**config.mk**
```make
export PLATFORM = sky130hd
export DESIGN_NAME = if_fetch_unit
export DESIGN_NICKNAME = d
export VERILOG_FILES = /design/src/rtl/if_fetch_unit_pkg.sv /design/src/rtl/if_fetch_unit_fetch_fifo.sv /design/src/rtl/if_fetch_unit.sv
export SDC_FILE = /design/constraint.sdc
export NUM_CORES = 1
export LEC_CHECK = 0
export BUFFER_PORTS_ARGS = -buffer_cell sky130_fd_sc_hd__buf_2
export CORE_AREA = 2 2 149 151
export CTS_CLUSTER_SIZE = 20
export DETAILED_ROUTE_END_ITERATION = 8
export DIE_AREA = 0 0 151 153
export GPL_ROUTABILITY_DRIVEN = 0
export PLACE_DENSITY = 0.78
export SYNTH_ARGS = -nofsm -noshare
export SYNTH_HDL_FRONTEND = slang
export SYNTH_SLANG_ARGS = --single-unit
export TNS_END_PERCENT = 20
```
**constraint.sdc**
```tcl
create_clock -name clk -period 3.5 [get_ports clk]
set_input_delay 0.7 -clock clk [delete_from_list [all_inputs] [get_ports clk]]
set_output_delay 0.7 -clock clk [all_outputs]
set_load 0.05 [all_outputs]
```
**src/rtl/if_fetch_unit_pkg.sv**
```systemverilog
// Shared constants for the openmips instruction-fetch front end.
// Bus widths and the enable/stall encodings used by the pc/if_id logic.
package if_fetch_unit_pkg;

  localparam int InstAddrBusW = 32;
  localparam int InstBusW     = 32;

  localparam logic [31:0] ZeroWord = 32'h0000_0000;

  localparam logic ChipEnable  = 1'b1;
  localparam logic ChipDisable = 1'b0;

  localparam logic Stop   = 1'b1;
  localparam logic NoStop = 1'b0;

endpackage

```
**src/rtl/if_fetch_unit_fetch_fifo.sv**
```systemverilog
// Synchronous prefetch queue sitting between the ROM and the ID stage.
// A push and a pop can happen in the same cycle, even when full.
// clear empties the queue and overrides any push/pop in that cycle.
module fetch_fifo
  import if_fetch_unit_pkg::*;
#(
  parameter int WIDTH = 64,
  parameter int DEPTH = 4,
  localparam int PTR_W = $clog2(DEPTH),
  localparam int CNT_W = PTR_W + 1
) (
  input  logic             clk,
  input  logic             rst,
  input  logic             push_i,
  input  logic             pop_i,
  input  logic             clear_i,
  input  logic [WIDTH-1:0] data_i,
  output logic [WIDTH-1:0] head_o,
  output logic [CNT_W-1:0] count_o
);

  logic [WIDTH-1:0] mem_q [DEPTH];
  logic [PTR_W-1:0] wr_ptr_q, wr_ptr_d;
  logic [PTR_W-1:0] rd_ptr_q, rd_ptr_d;
  logic [CNT_W-1:0] count_q, count_d;

  logic isFull;
  logic isEmpty;
  logic doPush;
  logic doPop;

  assign isFull  = (count_q == CNT_W'(DEPTH));
  assign isEmpty = (count_q == '0);

  // A pop frees the head slot in the same cycle, so a full queue still accepts a push alongside it.
  assign doPop  = pop_i & ~isEmpty & ~clear_i;
  assign doPush = push_i & (~isFull | doPop) & ~clear_i;

  // Next pointer/occupancy; pointers wrap naturally since DEPTH is a power of two.
  always_comb begin
    wr_ptr_d = wr_ptr_q;
    rd_ptr_d = rd_ptr_q;
    count_d  = count_q;
    if (clear_i) begin
      wr_ptr_d = '0;
      rd_ptr_d = '0;
      count_d  = '0;
    end else begin
      if (doPush) begin
        wr_ptr_d = wr_ptr_q + PTR_W'(1);
      end
      if (doPop) begin
        rd_ptr_d = rd_ptr_q + PTR_W'(1);
      end
      case ({doPush, doPop})
        2'b10:   count_d = count_q + CNT_W'(1);
        2'b01:   count_d = count_q - CNT_W'(1);
        default: count_d = count_q;
      endcase
    end
  end

  // Pointer and occupancy registers, discarded immediately on reset.
  always_ff @(posedge clk or posedge rst) begin
    if (rst) begin
      wr_ptr_q <= '0;
      rd_ptr_q <= '0;
      count_q  <= '0;
    end else begin
      wr_ptr_q <= wr_ptr_d;
      rd_ptr_q <= rd_ptr_d;
      count_q  <= count_d;
    end
  end

  // Storage array; contents need no reset because occupancy gates visibility.
  always_ff @(posedge clk) begin
    if (doPush) begin
      mem_q[wr_ptr_q] <= data_i;
    end
  end

  assign head_o  = mem_q[rd_ptr_q];
  assign count_o = count_q;

endmodule

```
**src/rtl/if_fetch_unit.sv**
```systemverilog
// Instruction-fetch front end: PC generation, ROM enable and a prefetch
// queue toward ID, with decode back-pressure and branch/exception redirect.
module if_fetch_unit
  import if_fetch_unit_pkg::*;
#(
  parameter int                ADDR_W   = InstAddrBusW,
  parameter int                INST_W   = InstBusW,
  parameter int                DEPTH    = 4,
  parameter logic [ADDR_W-1:0] RESET_PC = '0,
  parameter int                PC_STEP  = 4,
  localparam int LVL_W = $clog2(DEPTH) + 1
) (
  input  logic              clk,
  input  logic              rst,
  output logic              rom_ce_o,
  output logic [ADDR_W-1:0] rom_addr_o,
  input  logic [INST_W-1:0] rom_data_i,
  input  logic              stall_i,
  input  logic              redirect_i,
  input  logic [ADDR_W-1:0] redirect_pc_i,
  output logic              id_valid_o,
  output logic [ADDR_W-1:0] id_pc_o,
  output logic [INST_W-1:0] id_inst_o,
  output logic [LVL_W-1:0]  level_o
);

  localparam int ENTRY_W = ADDR_W + INST_W;

  logic              ce_q;
  logic [ADDR_W-1:0] pc_q, pc_d;

  logic [LVL_W-1:0]   fifoCount;
  logic [ENTRY_W-1:0] fifoHead;
  logic [ENTRY_W-1:0] fifoData;

  logic hasRoom;
  logic headValid;
  logic popReq;
  logic fetchEn;

  // Enable comes up one edge after reset so the first fetch sees a settled PC.
  always_ff @(posedge clk or posedge rst) begin
    if (rst) begin
      ce_q <= ChipDisable;
    end else begin
      ce_q <= ChipEnable;
    end
  end

  assign hasRoom   = (fifoCount < LVL_W'(DEPTH));
  assign headValid = (fifoCount != '0) & ~redirect_i;
  assign popReq    = headValid & (stall_i == NoStop);
  assign fetchEn   = ce_q & ~redirect_i & (hasRoom | popReq);

  // Redirect overrides everything; otherwise advance only when a fetch is accepted.
  always_comb begin
    pc_d = pc_q;
    if (redirect_i) begin
      pc_d = redirect_pc_i;
    end else if (fetchEn) begin
      pc_d = pc_q + ADDR_W'(PC_STEP);
    end
  end

  // Program counter register.
  always_ff @(posedge clk or posedge rst) begin
    if (rst) begin
      pc_q <= RESET_PC;
    end else begin
      pc_q <= pc_d;
    end
  end

  assign fifoData = {pc_q, rom_data_i};

  fetch_fifo #(
    .WIDTH (ENTRY_W),
    .DEPTH (DEPTH)
  ) u_fetch_fifo (
    .clk     (clk),
    .rst     (rst),
    .push_i  (fetchEn),
    .pop_i   (popReq),
    .clear_i (redirect_i),
    .data_i  (fifoData),
    .head_o  (fifoHead),
    .count_o (fifoCount)
  );

  assign rom_ce_o   = fetchEn;
  assign rom_addr_o = pc_q;
  assign id_valid_o = headValid;
  assign id_pc_o    = headValid ? fifoHead[ENTRY_W-1:INST_W] : '0;
  assign id_inst_o  = headValid ? fifoHead[INST_W-1:0] : '0;
  assign level_o    = fifoCount;

endmodule

```
Word-level counts from Yosys, hierarchy flattened:

Memories as Yosys holds them, arrays and structs flattened.
Index checks and enable logic that the tools add are counted.

* add/sub/neg operators: 5
* order comparisons: 1
* equal/unequal tests: 3
* reductions and logical operators: 6
* bitwise gates (word level): 14
* mux-type cells: 12

Operators by type and width (number)
* 32-bit two-way mux: 4
* 32-bit by 3-bit adder with 32-bit output, second input constant: 1
* 1-bit bitwise AND: 8
* 2-bit two-way mux: 4
* 3-bit case mux with 2 select lines: 1
* 2-bit nonzero test: 3
* 3-bit nonzero test: 2
* 2-bit by 1-bit adder with 2-bit output, second input constant: 2
* 1-bit inverter: 4
* 3-bit by 1-bit adder with 3-bit output, second input constant: 1
* 3-bit == test, second input constant: 1
* 3-bit zero test: 1
* 3-bit < comparator, second input constant: 1
* 3-bit two-way mux: 1
* 3-bit by 1-bit subtractor with 3-bit output, second input constant: 1
* 2-bit by 1-bit == test with 1-bit output, second input constant: 1
* 2-bit == test, second input constant: 1
* 1-bit two-way mux: 2
* 1-bit OR: 2

* bits in registers: 40
* memories: 1
* input port bits: 68
* bits in writable memories: 256

Memories
* u_fetch_fifo.mem_q: depth 4, width 64, rd ports 1, clocked after Yosys merged registers in 0, write ports 1, line if_fetch_unit_fetch_fifo.sv:22 `logic [WIDTH-1:0] mem_q [DEPTH];`

Longest topological paths before layout:

* word-level depth: 11
* gate-level depth with buffers: 8
* depth with buffers taken out: 7

Cells and area by module:

Synthesis repeated with hierarchy kept, for this count alone.

* cell total of the unflattened synthesis: 687
* area total of the unflattened synthesis: 12117.9 um^2

Modules (own cells, without submodules)
* fetch_fifo: times used 1, area each 9744.3 um^2, cells an instance 394
* if_fetch_unit: times used 1, area each 2373.5 um^2, cells an instance 293

Worst setup path before layout:

No wires, ideal clock.

* path type: register to register
* from: register u_fetch_fifo.count_q[2], in the netlist u_fetch_fifo.count_o[2]
* to: memory u_fetch_fifo.mem_q[0][0], enable pin
* path slack: 0.099 ns
* library setup time: 0.429 ns
* stages on the path, launching flop included: 5
* clock period less this slack: 3.401 ns
* path buffers: 2
* data required time: 3.071 ns
* arrival: 2.972 ns
* path through: dfrtp_1 buf_2 a21boi_0 clkbuf_1 and3_1

* word-level cells in the longest chain between the ends: 10
* elaborated cells on any way between the ends: 17
* those cells by class: order compare (1); eq/ne (1); mux (2); bitwise (11); reduce/logical (2)

Ends and longest elaborated chain
* start: declaration: line if_fetch_unit_fetch_fifo.sv:25 `logic [CNT_W-1:0] count_q, count_d;`
* start signal: assignment: line if_fetch_unit_fetch_fifo.sv:72 `count_q <= count_d;`
* 3-bit nonzero test: line if_fetch_unit.sv:51 `assign headValid = (fifoCount != '0) & ~redirect_i;`
* 1-bit bitwise AND: line if_fetch_unit.sv:51
* 1-bit bitwise AND: line if_fetch_unit.sv:52 `assign popReq = headValid & (stall_i == NoStop);`
* 1-bit bitwise AND (2 in series): line if_fetch_unit_fetch_fifo.sv:36 `assign doPop = pop_i & ~isEmpty & ~clear_i;`
* 1-bit OR: line if_fetch_unit_fetch_fifo.sv:37 `assign doPush = push_i & (~isFull | doPop) & ~clear_i;`
* 1-bit bitwise AND (*) (2 in series): line if_fetch_unit_fetch_fifo.sv:37
* 1-bit two-way mux (*): line if_fetch_unit_fetch_fifo.sv:78 `if (doPush) begin`
* 1-bit two-way mux (implied by the code) (*): line if_fetch_unit_fetch_fifo.sv:79 `mem_q[wr_ptr_q] <= data_i;`
* end: declaration: line if_fetch_unit_fetch_fifo.sv:22

Mark *: on every way between the ends. The rest lies on a longest branch, timed or not.

Final worst setup path:

* from: register u_fetch_fifo.rd_ptr_q[0]
* to: output id_inst_o[31]

* word-level cells in the longest chain between the ends: 2

Ends and longest elaborated chain
* start: declaration: line if_fetch_unit_fetch_fifo.sv:24 `logic [PTR_W-1:0] rd_ptr_q, rd_ptr_d;`
* start signal: assignment: line if_fetch_unit_fetch_fifo.sv:71 `rd_ptr_q <= rd_ptr_d;`
* memory 4 x 64 bit
* 32-bit two-way mux: line if_fetch_unit.sv:94 `assign id_inst_o = headValid ? fifoHead[INST_W-1:0] : '0;`
* end: declaration: line if_fetch_unit.sv:23 `output logic [INST_W-1:0] id_inst_o,`

Every way passes these cells.

==> run summary <==
The synthesized area divided by synthesized cell count was 17.7 um^2; the number of design rule violations left after detail routing was 0. The most common library cell in the layout ignoring fill and taps is sky130_fd_sc_hd__edfxtp_1. Number of sinks on the clock net: 296. Measured against the total synthesized area, the mux share comes to 12.3%. After Yosys synthesis, full adders, half adders and majority gates account for 0.687% of the synthesized area.

The total negative slack for setup checks is 0 ns, and the clock insertion delay at the later pin of the skew report is 0.54 ns. The tools report the setup fix buffers added after clock tree synthesis as 0. Across the run, the number of max-cap violations was 0.

After synthesis, the largest family of logic cells by area is multiplexers. For this block, the initial DRC count from the detailed router was 491. In this run the worst path has a maximum fanout of 30. In this run the clock root is driven by a sky130_fd_sc_hd__clkbuf_16. Summed over all layers, the global routing overflow is 0.

The largest individual stage delay along the critical path comes from the cell sky130_fd_sc_hd__dfrtp_4. Synthesis handed over a netlist of 678 instances. The run finished with clean final reports. The initial antenna violation count was 0; the power density over cell area was 596 nW/um^2. In this run the count of I/O pins placed on the die edge is 169. The number of nets with antenna violations after detailed routing was 0; the worst-case headroom to the max-slew limit was 55.0%.

Relative to the synthesized area, the layout overhead comes to 19.0%. The number of synthesized flops with an enable pin works out to 256. At the worst endpoint, the arrival time is 2.51 ns.

The final worst-path setup slack was 0.289 ns. The die is 153 um tall. The tools report the global-route wire length before repair as 38500 um. After detailed placement, the design holds a cell count of 1107. Post-synthesis share of cell area spent on and, or, nand and nor gates: 8.73%.

The run gives 1 as the CTS H-tree depth. The synthesized design spends more area on one cell type than any other, namely sky130_fd_sc_hd__edfxtp_1. The clock period could shrink to 3.21 ns. The clock arrives with 0.0178 ns of skew. The number of search-and-repair iterations in the first detailed-routing pass was 5; the leakage dissipation was 5.07 nW.

Of the post-synthesis cell area, the dominant cell type holds 63.9%. The logs give 0 for the count of inserted antenna diode cells and 54 for the number of core rows. The initial utilization of the core area, before any placement, comes to 56.0%. The tools report the highest clock frequency the design can meet as 311 MHz.

Entering global routing, the biggest net connects 48 pins. The kind of cell with the highest combined delay along the critical path is flip-flops. The proportion of layout cells with a drive suffix above 1 was 35.7%; the number of slew-limit violations in the final report was 0.

The final layout contains routed wiring with a total length of 24600 um. Counting flops with an async set or reset pin after synthesis yields a share of 13.5%. The endpoint class of the critical path is an output port. In this run the worst hold path is classified as primary input to async pin. The most used flip-flop cell after synthesis was sky130_fd_sc_hd__edfxtp_1. Number of hold violations in the final report: 0. The critical path data required time is 2.80 ns.

The clock-pin slew on the worst setup and hold paths was 0.06 ns. Leaving out fill and tap cells, the most frequent cells in the layout are sky130_fd_sc_hd__edfxtp_1, sky130_fd_sc_hd__buf_2, sky130_fd_sc_hd__and2_1. The detailed router placed 6788 vias in this run.

TritonCTS built the clock tree. Transition time at the pin with the least slew margin: 0.669 ns. Once layout is complete, the cells apart from fillers number 1163. After clock tree synthesis, the flow added hold-fix buffers numbering 0. After filler insertion, the fill cell instance count of the layout stands at 1499. The number of global-route vias before repair was 6929.

The tools report the category of the worst setup path launch point as a register. Dividing the detail-routed wire length by the instance count gives 21.2 um. In this run, CTS created clock tree buffers numbering 30. In the routed layout, each cell is associated on average with a via count of 5.84. Together, buffers and inverters on the worst path number 2. After legalization and detailed placement, the total HPWL measured 15600 um. Of the total synthesized cell area, the portion taken by XOR and XNOR cells is 0.801%. The count of buffers added on input and output ports is 168.

After synthesis, the cell types taking the most area are sky130_fd_sc_hd__edfxtp_1, sky130_fd_sc_hd__mux4_2, sky130_fd_sc_hd__dfrtp_1. Post-CTS resize count: 0. The area fraction in compound gates after synthesis is 3.47%. The number of nets in the synthesized netlist is 752. In the global route stage, overall resource usage came out at 21.7%. Setup repair after global routing left no endpoint under its margin. The tools report the post-place setup slack as 0.796 ns. Class of the most critical setup path: register to output port. The logs give 72.2% for the sequential share of the synthesized area and 47 for the number of different library cells in the post-synthesis netlist. Traced cell by cell, the critical path runs through buf_12 -> mux4_2 -> and2_1 -> buf_2.

Synthesized cell area: 12000 um^2. The tools report the number of nets in the layout as 933. For the maximum vdd ir drop, the log shows 0.377 mV. The worst stage delay on the critical path came out at 0.68 ns. The post-synthesis sequential element count works out to 296.

For this run, the number of Yosys warnings is 0. In the finished design, the share of the clock period the worst path needs comes to 91.8%. Setup violations remaining at the end of the flow were counted as 0.

The region available for standard cell placement spans 21500 um^2. The full die area was 23100 um^2; the die width was 151 um. Counting along the longest clock path gives a buffer depth of 3.
==> Yosys cell counts (2+ instances only) <==
library cell	number
sky130_fd_sc_hd__a211oi_1	2
sky130_fd_sc_hd__a21oi_1	4
sky130_fd_sc_hd__a31oi_1	13
sky130_fd_sc_hd__and2_1	67
sky130_fd_sc_hd__and3_1	5
sky130_fd_sc_hd__and4_1	3
sky130_fd_sc_hd__buf_2	7
sky130_fd_sc_hd__clkbuf_1	31
sky130_fd_sc_hd__dfrtp_1	40
sky130_fd_sc_hd__edfxtp_1	256
sky130_fd_sc_hd__ha_1	5
sky130_fd_sc_hd__inv_1	10
sky130_fd_sc_hd__mux2_2	3
sky130_fd_sc_hd__mux4_2	64
sky130_fd_sc_hd__nand2_1	33
sky130_fd_sc_hd__nand3_1	13
sky130_fd_sc_hd__nand4_1	9
sky130_fd_sc_hd__nor2_1	18
sky130_fd_sc_hd__nor3_1	7
sky130_fd_sc_hd__nor4_1	5
sky130_fd_sc_hd__o211ai_1	4
sky130_fd_sc_hd__o21ai_0	17
sky130_fd_sc_hd__o2bb2ai_1	3
sky130_fd_sc_hd__o311ai_0	3
sky130_fd_sc_hd__o31ai_1	10
sky130_fd_sc_hd__or2_2	3
sky130_fd_sc_hd__or3_1	2
sky130_fd_sc_hd__or4_1	13
sky130_fd_sc_hd__xnor2_1	8
sky130_fd_sc_hd__xor2_1	3
==> sequential cells by signal, indices dropped and copies added, names as in the netlist <==
| name | cells |
|---|---|
| u_fetch_fifo.mem_q | 256 |
| rom_addr_o | 32 |
| u_fetch_fifo.count_o | 3 |
| u_fetch_fifo.rd_ptr_q | 2 |
| u_fetch_fifo.wr_ptr_q | 2 |
| ce_q | 1 |
==> power by group <==
part           total (W)  internal [W]  switching [W]
clock network    0.00313       0.00188        0.00125
logic            0.00125      0.000425       0.000826
registers        0.00414       0.00399       0.000152
==> cells by family after synthesis <==
logic type,Yosys count
multiplexers,68
adder cells (fa/ha/maj),6
AND/OR/NAND/NOR,184
other,1
buffers and inverters,50
flip-flops,296
AO/OA/AOI/OAI,62
XOR/XNOR,11
==> final cells by class <==
cell class | instances | area [um^2] | area share (%)
clock buffer | 40 | 830 | 5.80
clock inverter | 16 | 163 | 1.14
inverter | 11 | 41.3 | 0.288
multi-input combinational | 332 | 3160 | 22.0
sequential | 296 | 8700 | 60.8
tap | 280 | 350 | 2.45
timing repair buffer | 188 | 1080 | 7.53
==> through the flow <==
stage / cell area [um^2] / hold WS (ns) / power (W) / utilization (%)
floorplan: 12000 / 0.539 / 0.00511 / -
global placement: 13300 / 0.515 / 0.00546 / 62.0
detailed placement: 13300 / 0.538 / 0.00548 / 62.0
CTS: 14300 / 0.174 / 0.00861 / 66.6
global route: 14300 / 0.195 / 0.00882 / 66.6
finish: 14300 / 0.175 / 0.00853 / 66.6
==> path summary, 6_finish.rpt <==
check | from | end | depth (start not counted) | slack (ns)
hold / removal | rst | u_fetch_fifo.count_o[1] | 2 | 0.18
hold reg to reg | rom_addr_o[0] | u_fetch_fifo.mem_q[0][32] | 0 | 0.53
setup / recovery | u_fetch_fifo.rd_ptr_q[0] | id_inst_o[31] | 4 | 0.29
min in group clk | redirect_pc_i[13] | rom_addr_o[13] | 3 | 0.37
max in group asynchronous | rst | u_fetch_fifo.rd_ptr_q[1] | 3 | 2.58
setup reg to reg | rom_addr_o[2] | rom_addr_o[24] | 5 | 1.00
==> layer usage <==
metal | part of all wire, % | vias up | global-route usage [%]
met3 | 5.6 | 36 | 2.81
met4 | 2.0 | 0 | 5.07
li1 | - | 3053 | -
met1 | 41 | 3454 | 30.5
met2 | 51 | 245 | 36.9
met5 | 0 | - | 0
==> worst reg2reg max path, stage by stage (launching register included) <==
cell and delay (ns):
sky130_fd_sc_hd__dfrtp_1 0.53, sky130_fd_sc_hd__ha_1 0.30, sky130_fd_sc_hd__nand4_1 0.27, sky130_fd_sc_hd__or4_4 0.59, sky130_fd_sc_hd__or4_1 0.54, sky130_fd_sc_hd__a31oi_1 0.20
Note: power is estimated with default switching activity, not from simulation.
